`src/rtl/design_select_ctrl_pkg.sv`:
```
// Shared definitions for the design select controller: register map,
// FSM state encoding and CTRL field layout.
package design_select_ctrl_pkg;

  localparam int unsigned WB_DW       = 32;
  localparam int unsigned SEL_W       = 8;
  localparam int unsigned RSTLEN_W    = 8;
  localparam int unsigned CTRL_EN_BIT = 8;

  // Word index taken from adr[3:2]
  localparam logic [1:0] REG_CTRL   = 2'd0;
  localparam logic [1:0] REG_CLKDIV = 2'd1;
  localparam logic [1:0] REG_RSTLEN = 2'd2;
  localparam logic [1:0] REG_STATUS = 2'd3;

  typedef enum logic [1:0] {
    ST_OFF   = 2'd0,
    ST_DRAIN = 2'd1,
    ST_HOLD  = 2'd2,
    ST_RUN   = 2'd3
  } state_e;

  function automatic logic [1:0] reg_index(input logic [WB_DW-1:0] adr);
    return adr[3:2];
  endfunction

endpackage

```
`src/rtl/design_clk_div.sv`:
```
// Programmable toggle divider: period 2*(div+1) clocks, sync clear,
// and a strobe marking the cycle whose closing edge raises clk_o.
module design_clk_div #(
  parameter int unsigned DIV_W = 16
) (
  input  logic             clk,
  input  logic             rst,
  input  logic             clr,
  input  logic [DIV_W-1:0] div,
  output logic             clk_o,
  output logic             rise_c
);

  logic [DIV_W-1:0] cnt_q, cnt_d;
  logic             clk_q, clk_d;
  logic             wrap_c;

  assign wrap_c = (cnt_q == div);
  assign rise_c = ~clr & wrap_c & ~clk_q;
  assign clk_o  = clk_q;

  always_comb begin
    cnt_d = cnt_q;
    clk_d = clk_q;
    if (clr) begin
      cnt_d = '0;
      clk_d = 1'b0;
    end else if (wrap_c) begin
      cnt_d = '0;
      clk_d = ~clk_q;
    end else begin
      cnt_d = cnt_q + DIV_W'(1);
    end
  end

  always_ff @(posedge clk or posedge rst) begin
    if (rst) begin
      cnt_q <= '0;
      clk_q <= 1'b0;
    end else begin
      cnt_q <= cnt_d;
      clk_q <= clk_d;
    end
  end

endmodule

```
`src/rtl/design_select_ctrl.sv`:
```
// Wishbone-controlled design multiplexer: selects one design, routes its
// pads, divides the design clock and sequences per-design resets.
module design_select_ctrl
  import design_select_ctrl_pkg::*;
#(
  parameter int unsigned N_DESIGNS   = 16,
  parameter int unsigned IO_W        = 28,
  parameter int unsigned DIV_W       = 16,
  parameter logic [31:0] BASE_ADDR   = 32'h3000_0000,
  parameter int unsigned RST_DEFAULT = 4
) (
  input  logic                      wb_clk_i,
  input  logic                      wb_rst_i,
  input  logic                      wbs_stb_i,
  input  logic                      wbs_cyc_i,
  input  logic                      wbs_we_i,
  input  logic [31:0]               wbs_adr_i,
  input  logic [31:0]               wbs_dat_i,
  output logic [31:0]               wbs_dat_o,
  output logic                      wbs_ack_o,
  input  logic [IO_W-1:0]           io_in,
  output logic [IO_W-1:0]           dsi_all,
  input  logic [N_DESIGNS*IO_W-1:0] dso_bus,
  input  logic [N_DESIGNS*IO_W-1:0] oeb_bus,
  output logic [IO_W-1:0]           io_out,
  output logic [IO_W-1:0]           io_oeb,
  output logic [N_DESIGNS-1:0]      rst_o,
  output logic                      design_clk_o
);

  state_e              state_q, state_d;
  logic [SEL_W-1:0]    sel_q, sel_d;
  logic [SEL_W-1:0]    active_q, active_d;
  logic                en_q, en_d;
  logic                err_q, err_d;
  logic [DIV_W-1:0]    div_q, div_d;
  logic [RSTLEN_W-1:0] rstlen_q, rstlen_d;
  logic [RSTLEN_W-1:0] hold_q, hold_d;
  logic                drain_q, drain_d;
  logic                ack_q, ack_d;
  logic [WB_DW-1:0]    dat_q, dat_d;

  logic                req_c, wr_c, ctrl_ok_c, div_wr_c;
  logic [1:0]          idx_c;
  logic [SEL_W-1:0]    new_sel_c;
  logic                new_en_c, sel_ok_c, rise_c, hold_done_c;
  logic [RSTLEN_W-1:0] rstlen_eff_c;
  logic [WB_DW-1:0]    rdata_c;
  logic                unused_bits_c;

  assign dsi_all       = io_in;
  assign wbs_ack_o     = ack_q;
  assign wbs_dat_o     = dat_q;
  assign unused_bits_c = ^{wbs_adr_i[1:0], wbs_dat_i};

  // Bus decode; a pending ack blocks the next request so strobes ack alternately
  assign idx_c     = reg_index(wbs_adr_i);
  assign req_c     = wbs_stb_i & wbs_cyc_i & ~ack_q & (wbs_adr_i[31:4] == BASE_ADDR[31:4]);
  assign wr_c      = req_c & wbs_we_i;
  assign new_sel_c = wbs_dat_i[SEL_W-1:0];
  assign new_en_c  = wbs_dat_i[CTRL_EN_BIT];
  assign sel_ok_c  = (32'(new_sel_c) < 32'(N_DESIGNS));
  assign ctrl_ok_c = wr_c & (idx_c == REG_CTRL) & sel_ok_c;
  assign div_wr_c  = wr_c & (idx_c == REG_CLKDIV);

  assign rstlen_eff_c = (rstlen_q == '0) ? RSTLEN_W'(1) : rstlen_q;
  assign hold_done_c  = ({1'b0, hold_q} + 9'd1) >= {1'b0, rstlen_eff_c};

  design_clk_div #(.DIV_W(DIV_W)) u_clk_div (
    .clk    (wb_clk_i),
    .rst    (wb_rst_i),
    .clr    (div_wr_c),
    .div    (div_q),
    .clk_o  (design_clk_o),
    .rise_c (rise_c)
  );

  always_comb begin
    case (idx_c)
      REG_CTRL:   rdata_c = 32'({en_q, sel_q});
      REG_CLKDIV: rdata_c = 32'(div_q);
      REG_RSTLEN: rdata_c = 32'(rstlen_q);
      default:    rdata_c = 32'({err_q, active_q, state_q});
    endcase
  end

  // Register file and bus response
  always_comb begin
    sel_d    = sel_q;
    en_d     = en_q;
    err_d    = err_q;
    div_d    = div_q;
    rstlen_d = rstlen_q;
    ack_d    = req_c;
    dat_d    = '0;
    if (req_c && !wbs_we_i) dat_d = rdata_c;
    if (wr_c) begin
      case (idx_c)
        REG_CTRL: begin
          if (sel_ok_c) begin
            sel_d = new_sel_c;
            en_d  = new_en_c;
          end else begin
            err_d = 1'b1;
          end
        end
        REG_CLKDIV: div_d    = wbs_dat_i[DIV_W-1:0];
        REG_RSTLEN: rstlen_d = wbs_dat_i[RSTLEN_W-1:0];
        default:    err_d    = 1'b0;
      endcase
    end
  end

  // Reset sequencer; CTRL writes override the natural progression
  always_comb begin
    state_d  = state_q;
    active_d = active_q;
    drain_d  = drain_q;
    hold_d   = hold_q;
    case (state_q)
      ST_DRAIN: begin
        if (drain_q) begin
          state_d = ST_HOLD;
          hold_d  = '0;
        end else begin
          drain_d = 1'b1;
        end
      end
      ST_HOLD: begin
        if (rise_c) begin
          if (hold_done_c) state_d = ST_RUN;
          else             hold_d  = hold_q + RSTLEN_W'(1);
        end
      end
      default: ;
    endcase
    if (ctrl_ok_c) begin
      if (!new_en_c) begin
        state_d = ST_OFF;
      end else if (state_q == ST_OFF || new_sel_c != sel_q) begin
        state_d  = ST_DRAIN;
        active_d = new_sel_c;
        drain_d  = 1'b0;
      end
    end
  end

  // Pad routing and reset decode from registered state only
  always_comb begin
    io_out = '0;
    io_oeb = '1;
    rst_o  = '1;
    if (state_q == ST_RUN) begin
      for (int unsigned k = 0; k < N_DESIGNS; k++) begin
        if (active_q == SEL_W'(k)) begin
          io_out   = dso_bus[k*IO_W +: IO_W];
          io_oeb   = oeb_bus[k*IO_W +: IO_W];
          rst_o[k] = 1'b0;
        end
      end
    end
  end

  always_ff @(posedge wb_clk_i or posedge wb_rst_i) begin
    if (wb_rst_i) begin
      state_q  <= ST_OFF;
      sel_q    <= '0;
      active_q <= '0;
      en_q     <= 1'b0;
      err_q    <= 1'b0;
      div_q    <= '0;
      rstlen_q <= RSTLEN_W'(RST_DEFAULT);
      hold_q   <= '0;
      drain_q  <= 1'b0;
      ack_q    <= 1'b0;
      dat_q    <= '0;
    end else begin
      state_q  <= state_d;
      sel_q    <= sel_d;
      active_q <= active_d;
      en_q     <= en_d;
      err_q    <= err_d;
      div_q    <= div_d;
      rstlen_q <= rstlen_d;
      hold_q   <= hold_d;
      drain_q  <= drain_d;
      ack_q    <= ack_d;
      dat_q    <= dat_d;
    end
  end

endmodule

```
`config.mk`:
```
export PLATFORM = sky130hd
export DESIGN_NAME = design_select_ctrl
export DESIGN_NICKNAME = d
export VERILOG_FILES = /design/src/rtl/design_select_ctrl_pkg.sv /design/src/rtl/design_clk_div.sv /design/src/rtl/design_select_ctrl.sv
export SDC_FILE = /design/constraint.sdc
export NUM_CORES = 1
export LEC_CHECK = 0
export CAP_MARGIN = 25
export CORE_AREA = 4 4 438 440
export DETAILED_ROUTE_END_ITERATION = 16
export DIE_AREA = 0 0 442 444
export GPL_TIMING_DRIVEN = 0
export PLACE_DENSITY_LB_ADDON = 0.2
export SLEW_MARGIN = 25
export SYNTH_ARGS = -nofsm -noshare
export SYNTH_HDL_FRONTEND = slang
export SYNTH_SLANG_ARGS = --single-unit
```
`constraint.sdc`:
```
create_clock -name wb_clk_i -period 3.4 [get_ports wb_clk_i]
set_clock_uncertainty 0.1 [all_clocks]
set_input_delay 0.51 -clock wb_clk_i [delete_from_list [all_inputs] [get_ports wb_clk_i]]
set_output_delay 0.51 -clock wb_clk_i [all_outputs]
set_load 0.005 [all_outputs]
```
**Word-level counts from Yosys, hierarchy flattened**

Index checks and enable logic that the tools add are counted.

- Flip-flop bits (word level): 103
- Bits in latches: 0
- Bits in writable memories: 0
- ROM bits: 0
- Input port bits: 993
- Output and inout port bits: 134
- Logic and storage cells: 149
- Memories: 0

- Add/sub/neg operators: 3
- Multiply operators: 0
- Div/mod/pow operators: 0
- $lt $le $gt $ge: 2
- Equality and inequality tests: 27
- Shift operators: 0
- Multiplexer cells: 75
- Bitwise gates (word level): 13
- Reductions and logical operators: 16

Operators with widths:

| operator | count |
|---|---|
| 28-bit 2-to-1 mux | 34 |
| 8-bit by 4-bit equality test with 1-bit output (second input constant) | 8 |
| 16-bit 2-to-1 mux | 3 |
| 16-bit one-hot mux with 3 select lines | 1 |
| 8-bit by 3-bit equality test with 1-bit output (second input constant) | 4 |
| 32-bit 2-to-1 mux | 1 |
| 8-bit 2-to-1 mux | 4 |
| 28-bit by 26-bit equality test with 1-bit output (second input constant) | 1 |
| 1-bit 2-to-1 mux | 23 |
| 16-bit by 1-bit adder with 16-bit output (second input constant) | 1 |
| 16-bit equality test | 1 |
| 8-bit by 2-bit equality test with 1-bit output (second input constant) | 2 |
| 8-bit zero test | 2 |
| 8-bit one-hot mux with 2 select lines | 1 |
| 2-bit 2-to-1 mux | 6 |
| 8-bit by 1-bit adder with 9-bit output (second input constant) | 1 |
| 1-bit bitwise AND | 9 |
| 9-bit by 8-bit greater-or-equal comparator with 1-bit output | 1 |
| 3-bit AND reduction | 3 |
| 8-bit by 1-bit adder with 8-bit output (second input constant) | 1 |
| 8-bit by 1-bit equality test with 1-bit output (second input constant) | 1 |
| 8-bit by 5-bit < comparator with 1-bit output (second input constant) | 1 |
| 2-bit inequality test (second input constant) | 4 |
| 8-bit inequality test | 1 |
| 13 further kinds | 22 |

**Depth between registers and ports, before layout**

Gate-level depths: netlist of run 1.

- Depth after elaboration: 18
- Mapped depth: 13
- Depth with buffers taken out: 12

**Modules after synthesis**

Synthesis of run 1 repeated with hierarchy kept, for this count alone.

- Cells, all modules: 1681
- Area, all modules: 13269.0 sq um

By module, submodules not included:

| module | times used | cells each | area each (sq um) | sequential area each (sq um) |
|---|---|---|---|---|
| design_select_ctrl | 1 | 1577 | 12278.0 | 1752.9 |
| design_clk_div | 1 | 104 | 991.0 | 425.4 |

**Least setup slack after synthesis of run 1**

Ideal clock, no wire load.

- Kind: reg2reg
- From: reg hold_q[0]
- To: reg hold_q[0]
- Library setup time: 0.126 ns
- Data arrival time: 2.618 ns
- Required time: 3.174 ns
- Path slack: 0.556 ns
- Stages on the path, launching flop included: 13
- Buffers on the path: 1
- Period minus slack after synthesis: 2.844 ns
- Path through: dfrtp_1 > and3_1 > and3_1 > and3_1 > xnor2_1 > inv_1 > ha_1 > a21boi_0 > a311oi_1 > and2_1 > buf_1 > a21oi_1 > a221o_1

- Cells in the longest elaborated chain, start to end: 4
- Elaborated cells on any way between the ends: 8
- Classes of those cells: add/sub (2); order compare (1); eq/ne (1); mux (3); reduce/logical (1)

RTL lines:

| what | line | source |
|---|---|---|
| from (decl) | design_select_ctrl.sv:38 | `logic [RSTLEN_W-1:0] hold_q, hold_d;` |
| from (signal assigned) | design_select_ctrl.sv:185 | `hold_q <= hold_d;` |
| 8-bit by 1-bit adder with 9-bit output or 8-bit by 1-bit adder with 8-bit output (tied branches) | design_select_ctrl.sv:67, design_select_ctrl.sv:132 |  |
| 9-bit by 8-bit greater-or-equal comparator with 1-bit output or 8-bit 2-to-1 mux (tied branches) | design_select_ctrl.sv:67, design_select_ctrl.sv:131 |  |
| 2-bit inequality test (no line) or 8-bit 2-to-1 mux (tied branches) | - |  |
| 4-bit AND reduction (no line) or 8-bit one-hot mux with 2 select lines (tied branches) | - |  |

Several ways; a longest one is shown, not always the timed one. The select of a mux whose other input is x is not followed.
A chain may end at the register's enable or synchronous reset.

**Worst setup path after layout of run 1**

- From: reg active_q[6]
- To: out io_out[24]

- Cells in the longest elaborated chain, start to end: 18
- Elaborated cells on any way between the ends: 33
- Classes of those cells: eq/ne (15); mux (17); reduce/logical (1)

RTL lines:

| what | line | source |
|---|---|---|
| from (decl) | design_select_ctrl.sv:33 | `logic [SEL_W-1:0] active_q, active_d;` |
| from (signal assigned) | design_select_ctrl.sv:180 | `active_q <= active_d;` |
| 8-bit zero test | design_select_ctrl.sv:155 | `if (active_q == SEL_W'(k)) begin` |
| 28-bit 2-to-1 mux (15 in a row) | design_select_ctrl.sv:155 |  |
| 28-bit 2-to-1 mux (*) | design_select_ctrl.sv:155 |  |
| 28-bit 2-to-1 mux (*) | design_select_ctrl.sv:153 | `if (state_q == ST_RUN) begin` |
| to (decl) | design_select_ctrl.sv:25 | `output logic [IO_W-1:0] io_out,` |

Mark *: on every way between the ends. The rest lies on a longest branch, timed or not.

==> results of run 1 <==
-- synthesized netlist by cell type (17+ instances only) --
cell type,instances
nand3_1,37
a221o_1,31
and3_1,18
o22ai_1,104
inv_1,24
dfrtp_1,86
nand2_1,158
xnor2_1,34
clkbuf_1,59
buf_4,61
nand4_1,17
ha_1,18
mux2_2,89
a21oi_1,73
mux4_2,47
and2_1,24
nor2_1,112
a31oi_1,21
buf_2,42
o221ai_1,38
o21ai_1,18
mux2i_1,59
o21ai_0,65
-- area by class of cell --
type,count,area share (%)
timing repair buffer,1298,41.44
multi-input combinational,1204,33.27
tap,2495,9.898
buffer,172,6.930
sequential,87,6.922
clock buffer,14,0.8688
inverter,26,0.3808
antenna,22,0.1745
clock inverter,2,0.1190
-- worst min path at each step --
stage | start | to | slack [ns] | cells past startpoint
3_5_place_dp | err_q$_DFFE_PP0P_ | err_q$_DFFE_PP0P_ | 0.39 | 1
3_3_place_gp | en_q$_DFFE_PP0P_ | en_q$_DFFE_PP0P_ | 0.40 | 1
2_1_floorplan | err_q$_DFFE_PP0P_ | err_q$_DFFE_PP0P_ | 0.37 | 1
5_1_grt | wb_rst_i | wbs_ack_o$_DFF_PP0_ | 0.41 | 2
4_1_cts | wb_rst_i | wbs_ack_o$_DFF_PP0_ | 0.40 | 2
6_report | wb_rst_i | wbs_ack_o$_DFF_PP0_ | 0.39 | 2
-- power by group --
| group | internal, mW | switching [mW] | leakage (nW) |
|---|---|---|---|
| Combinational | 1.19 | 0.544 | 9.82 |
| Clock | 0.632 | 0.425 | 0.149 |
| Sequential | 1.04 | 0.000617 | 1.14 |
| Total | 2.86 | 0.970 | 11.1 |
-- kinds of logic (layout without fill, tap and decap cells) --
family	count (synthesis)	after routing	share of synthesized area [%]
flops	87	87	17.98
xor+xnor	45	45	3.253
compound gates	494	494	28.39
mux	195	195	21.88
simple gates	436	436	17.84
other cells	1	38	0.03095
fa+ha+maj	18	18	1.859
buf+inv	204	1512	8.767
-- state kept, by name, summed over array words and instances, names as in the netlist --
name             cells
sel_q                8
drain_q              1
wbs_dat_o           16
hold_q               8
rstlen_q             8
u_clk_div.cnt_q     16
en_q                 1
active_q             8
div_q               16
err_q                1
wbs_ack_o            1
u_clk_div.clk_o      1
state_q              2
-- metrics by stage --
step | instance area, um2 | total power [mW]
after floorplan | 12170 | 1.317
after global placement | 25940 | 2.688
after detailed placement | 26290 | 2.694
after CTS | 30180 | 3.846
after global routing | 31490 | 3.978
final | 31540 | 3.826
-- per-layer routing --
layer  vias up  track usage [%]
met3       161            2.803
met2       904            33.24
met5         -                0
met1      9643            21.14
li1       8390                -
met4        26            2.180
-- critical path: stages, from the launching register on --
cell and delay, ns:
dfrtp_2 0.41, or4_4 0.58, buf_12 0.16, buf_6 0.14, nor4_4 0.12, buf_4 0.17, buf_12 0.12, a221o_1 0.23
a2111oi_2 0.06, o211ai_1 0.48, buf_2 0.23
-- what timing repair did --
item	in CTS	in global routing
setup buffers	135	77
cloned	6	5
pin swaps	108	83
endpoints found under the setup margin	74	74
resized for setup	793	182
hold endpoints to repair	0	0
hold buffers	0	0
==> results.sh, run 1 <==
export IMPL_r2r_cells=11
export IMPL_vdd_drop_max_mv=0.2035
export IMPL_rsz0062_at_grt="true"
export IMPL_drive_above_1_share_pct=29.47
export IMPL_dpl_worst_slack_ns=-2.176
export IMPL_r2r_setup_slack_ns=0.18
export IMPL_cts_tree="yes"
export IMPL_initial_utilization_pct=6.459
export IMPL_track_usage_pct=17.54
export IMPL_leakage_nw=11.11
export IMPL_drcViolationCount=0
export IMPL_met1_length_um=73220
export IMPL_clk_pin_slew_ns=0.06
export IMPL_hold_viol_final=0
export IMPL_gp_congestion=0.8914
export IMPL_wl_met3_um=9982
export IMPL_finalSetupTns_ns=-8.938
export IMPL_dr_wl_met2_um=95430
export IMPL_dp_hpwl_um=156200
export IMPL_yosysTopAreaCell="dfrtp_1"
export IMPL_avgSynthCellArea_um2=8.187
export IMPL_mostFrequentLayoutCells="997 x clkdlybuf4s50_1, 180 x buf_4, 139 x nand2_1, 98 x nor2_1, 87 x mux2_2"
export IMPL_utilization_pct=16.81
export IMPL_synthCells=1480
export IMPL_critPathCapture="io_out[24]"
export IMPL_core_area_um2=187600
export IMPL_stdcell_count=5320
export IMPL_viasPerCell=3.595
export IMPL_syn_cell_area_um2=12120
export IMPL_dieArea_um2=196200
export IMPL_cts_root_buf="clkbuf_16"
export IMPL_io_buffer_count=1064
export IMPL_min_path_type="input pin to async pin"
export IMPL_cp_end_kind="output port"
export IMPL_setup_violations=58
export IMPL_wl_per_cell_um=34.35
export IMPL_start_kind="flop"
export IMPL_powerDensity_nw_per_um2=121.3
export IMPL_drtAntennaViolNets=0
export IMPL_dr_pass1_iters=5
export IMPL_yosysTopAreaCellShare_pct=17.76
export IMPL_register_area_um2=2183
export IMPL_fin_ws_ns=-0.2823
export IMPL_rows=159
export IMPL_rr_startpoint="hold_q[0]$_DFFE_PP0P_"
export IMPL_totalWireLength_um=182700
export IMPL_period_minus_slack_ns=3.682
export IMPL_status="finished, violations left"
export IMPL_io_pins=1127
export IMPL_fillerInstances=21160
export IMPL_antenna_found_initial=83
export IMPL_h_tree_depth=3
export IMPL_worstSkewPairLatency_ns=0.35
export IMPL_period_share_pct=108.3
export IMPL_drv_cap=0
export IMPL_synth_distinct_cells=74
export IMPL_async_flop_share_pct=100.0
export IMPL_dr_max_layer_used="met5"
export IMPL_grt_max_degree=64
export IMPL_num_vias=19120
export IMPL_synth_edff_count=0
export IMPL_die_w_um=442
export IMPL_maxSlewViolCount=0
export IMPL_worstMarginPinSlew_ns=0.7920
export IMPL_numCtsBuffers=9
export IMPL_violations="negative setup slack"
export IMPL_final_common_cell="clkdlybuf4s50_1"
export IMPL_critPathLaunch="active_q[6]$_DFFE_PP0P_"
export IMPL_cts_path_max_buffers=2
export IMPL_max_slew_margin_pct=46.76
export IMPL_dp_cells=5070
export IMPL_r2r_end="hold_q[4]$_DFFE_PP0P_"
export IMPL_die_h_um=444
export IMPL_synth_area_leaders="dfrtp_1 18%, mux4_2 8.7%, mux2_2 8.3%, o22ai_1 5.4%, nand2_1 4.9%"
export IMPL_worstSetupPathType="flop to output port"
export IMPL_critPathArrivalTime_ns=3.07
export IMPL_synthToLayoutAreaGrowth_pct=160.3
export IMPL_clock_sinks=87
export IMPL_yosysWarnings=0
export IMPL_multi_input_area_um2=10490
export IMPL_yosysSeqAreaShare_pct=17.98
export IMPL_layout_nets=3809
export IMPL_grt_pass1_vias=19430
export IMPL_drt_iter0_markers=1315
export IMPL_grt_pass1_wl_um=224700
export IMPL_fin_hold_ws_ns=0.3932
export IMPL_worstPathRequired_ns=2.79
export IMPL_crit_fanout=6
export IMPL_yosys_register_bits=87
export IMPL_synth_ff_type="dfrtp_1"
export IMPL_overflow=0
export IMPL_clock_fmax_mhz=271.6
No activity file was read; power rests on OpenSTA's default activity.
==> inputs of run 2 (changes only) <==
CORE_AREA = 4 4 439 441   (was 4 4 438 440)
DIE_AREA = 0 0 443 445   (was 0 0 442 444)
==> run 2 against run 1 <==
Net effect:
- setup slack improved by 0.050 ns
- largest cell class unchanged
- the flow still finishes with violations (negative setup slack)
- critical endpoint is now io_oeb[15]
- fmax increased by 1.4%
- largest power group unchanged
- sequential cell count unchanged
- register-to-register slack improved by 0.11 ns
==> results.sh, run 2 (synthesis gave the netlist of run 1 again) <==
export IMPL_status="finished, violations left"
export IMPL_violations="negative setup slack"
export IMPL_wl_per_cell_um=33.65
export IMPL_mostFrequentLayoutCells="1000 x clkdlybuf4s50_1, 150 x buf_4, 135 x nand2_1, 99 x nor2_1, 82 x dfrtp_1"
export IMPL_rsz0062_at_grt="true"
export IMPL_cts_hold_buf=0
export IMPL_cts_path_max_buffers=2
export IMPL_combPwrFrac_pct=46.6
export IMPL_clk_pin_slew_ns=0.07
export IMPL_drv_cap=0
export IMPL_worstSkewPairLatency_ns=0.35
export IMPL_rows=160
export IMPL_seq_power_share_pct=27.4
export IMPL_dr_pass1_iters=6
export IMPL_synthToLayoutAreaGrowth_pct=154.5
export IMPL_leakage_nw=10.75
export IMPL_core_area_um2=189200
export IMPL_io_pins=1127
export IMPL_io_buffer_count=1064
export IMPL_worstMarginPinSlew_ns=0.7407
export IMPL_r2r_setup_slack_ns=0.29
export IMPL_totalWireLength_um=177400
export IMPL_cts_tree="yes"
export IMPL_track_usage_pct=17.05
export IMPL_grt_pass1_vias=19270
export IMPL_cp_end_kind="output port"
export IMPL_gp_congestion=0.8794
export IMPL_max_slew_margin_pct=50.16
export IMPL_min_path_type="flop to flop"
export IMPL_clock_sinks=87
export IMPL_grt_pass1_wl_um=218800
export IMPL_power_switching_mw=1.018
export IMPL_fin_ws_ns=-0.2326
export IMPL_numCtsBuffers=9
export IMPL_dieArea_um2=197100
export IMPL_critPathArrivalTime_ns=3.02
export IMPL_worstSetupPathType="flop to output port"
export IMPL_dp_cells=5088
export IMPL_clock_fmax_mhz=275.3
export IMPL_final_common_cell="clkdlybuf4s50_1"
export IMPL_maxSlewViolCount=0
export IMPL_drcViolationCount=0
export IMPL_switching_share_pct=26.92
export IMPL_vdd_drop_max_mv=0.2132
export IMPL_fillerInstances=21290
export IMPL_die_h_um=445
export IMPL_internal_power_mw=2.762
export IMPL_antenna_found_initial=67
export IMPL_stdcell_count=5274
export IMPL_viasPerCell=3.542
export IMPL_powerDensity_nw_per_um2=122.6
export IMPL_drive_above_1_share_pct=27.99
export IMPL_overflow=0
export IMPL_start_kind="flop"
export IMPL_period_minus_slack_ns=3.633
export IMPL_dp_hpwl_um=151700
export IMPL_worstPathRequired_ns=2.79
export IMPL_initial_utilization_pct=6.405
export IMPL_grt_max_degree=50
export IMPL_h_tree_depth=3
export IMPL_num_vias=18680
export IMPL_crit_fanout=6
export IMPL_cts_root_buf="clkbuf_16"
export IMPL_drt_iter0_markers=1484
export IMPL_layout_nets=3753
export IMPL_fin_hold_ws_ns=0.4140
export IMPL_clkPwrFrac_pct=26.0
export IMPL_period_share_pct=106.8
export IMPL_die_w_um=443
export IMPL_hold_viol_final=0
export IMPL_setup_violations=50
export IMPL_drtAntennaViolNets=0
export IMPL_total_power_mw=3.780
==> run 2: cell count changes in the layout (fill, tap and decap cells not counted), sizes merged, moves of 2 or more <==
cell / delta
buf: -51
bufbuf: -2
clkbuf: -7
clkdlybuf4s50: +3
diode: -6
dlygate4sd2: +2
dlymetal6s2s: -3
==> run 2: final timing paths <==
check / start / endpoint / cells past startpoint
max: active_q[0]$_DFFE_PP0P_ / io_oeb[15] / 11
min: en_q$_DFFE_PP0P_ / en_q$_DFFE_PP0P_ / 1
max reg2reg: hold_q[0]$_DFFE_PP0P_ / hold_q[4]$_DFFE_PP0P_ / 11
min reg2reg: en_q$_DFFE_PP0P_ / en_q$_DFFE_PP0P_ / 1
max in group asynchronous: wb_rst_i / wbs_dat_o[1]$_DFF_PP0_ / 3
min in group asynchronous: wb_rst_i / wbs_dat_o[15]$_DFF_PP0_ / 2
==> run 2: area by class of cell <==
type	instances	area, um2	share of cell area [%]
Sequential cell	87	2183	7.082
Multi-Input combinational cell	1204	10490	34.02
Antenna cell	16	40.04	0.1299
Timing Repair Buffer	1242	12550	40.70
Buffer	172	2022	6.558
Tap cell	2511	3142	10.19
Inverter	26	122.6	0.3977
Clock buffer	12	256.5	0.8319
Clock inverter	4	28.78	0.09334
==> run 2: layer usage <==
metal,part of all wire (%),vias to the layer above,GRT usage [%]
met5,0.031,-,0
met4,1.4,8,1.897
met3,4.8,127,2.353
met2,53,844,32.69
met1,40,9417,20.57
li1,-,8286,-
==> run 2: metrics by stage <==
step	worst slack (ns)	instance area, um2	utilization (%)	setup TNS [ns]
after detailed placement	-2.135	26310	13.91	-114.71
after global placement	-2.825	25960	13.72	-287.55
after floorplan	0.5415	12170	-	0
final	-0.2326	30830	16.30	-5.646
after global routing	-0.3460	30800	16.28	-11.74
after CTS	-0.3015	30070	15.90	-9.346
==> run 2: power groups by stage <==
stage	sequential (mW)	clock [mW]	combinational, mW
3_3_place_gp	1.06	0	1.66
3_5_place_dp	1.06	0	1.67
4_1_cts	1.04	1.03	1.75
5_1_grt	1.03	1.06	1.84
6_report	1.04	0.982	1.76
2_1_floorplan	1.06	0	0.262
==> run 2: critical path: stages, from the launching register on <==
cell and delay, ns:
dfrtp_1 0.34, buf_6 0.14, buf_12 0.13, buf_16 0.13
buf_12 0.13, mux4_2 0.60, nor2_4 0.14, a21oi_4 0.08
o32a_1 0.32, a222oi_1 0.32, o211ai_1 0.12, buf_2 0.19
==> run 2: what timing repair did <==
item                                    in CTS  in global routing
endpoints found under the setup margin      77                 80
resized for setup                          806                116
cloned                                       6                  1
endpoints found under the hold margin        0                  0
buffers inserted                           129                 34
pin swaps                                  113                 90
==> inputs of run 3 (changes only) <==
HOLD_SLACK_MARGIN = 0.1   (was unset)
==> results of run 3 <==
No change in the layout: final DEF, timing and power equal those of run 2.
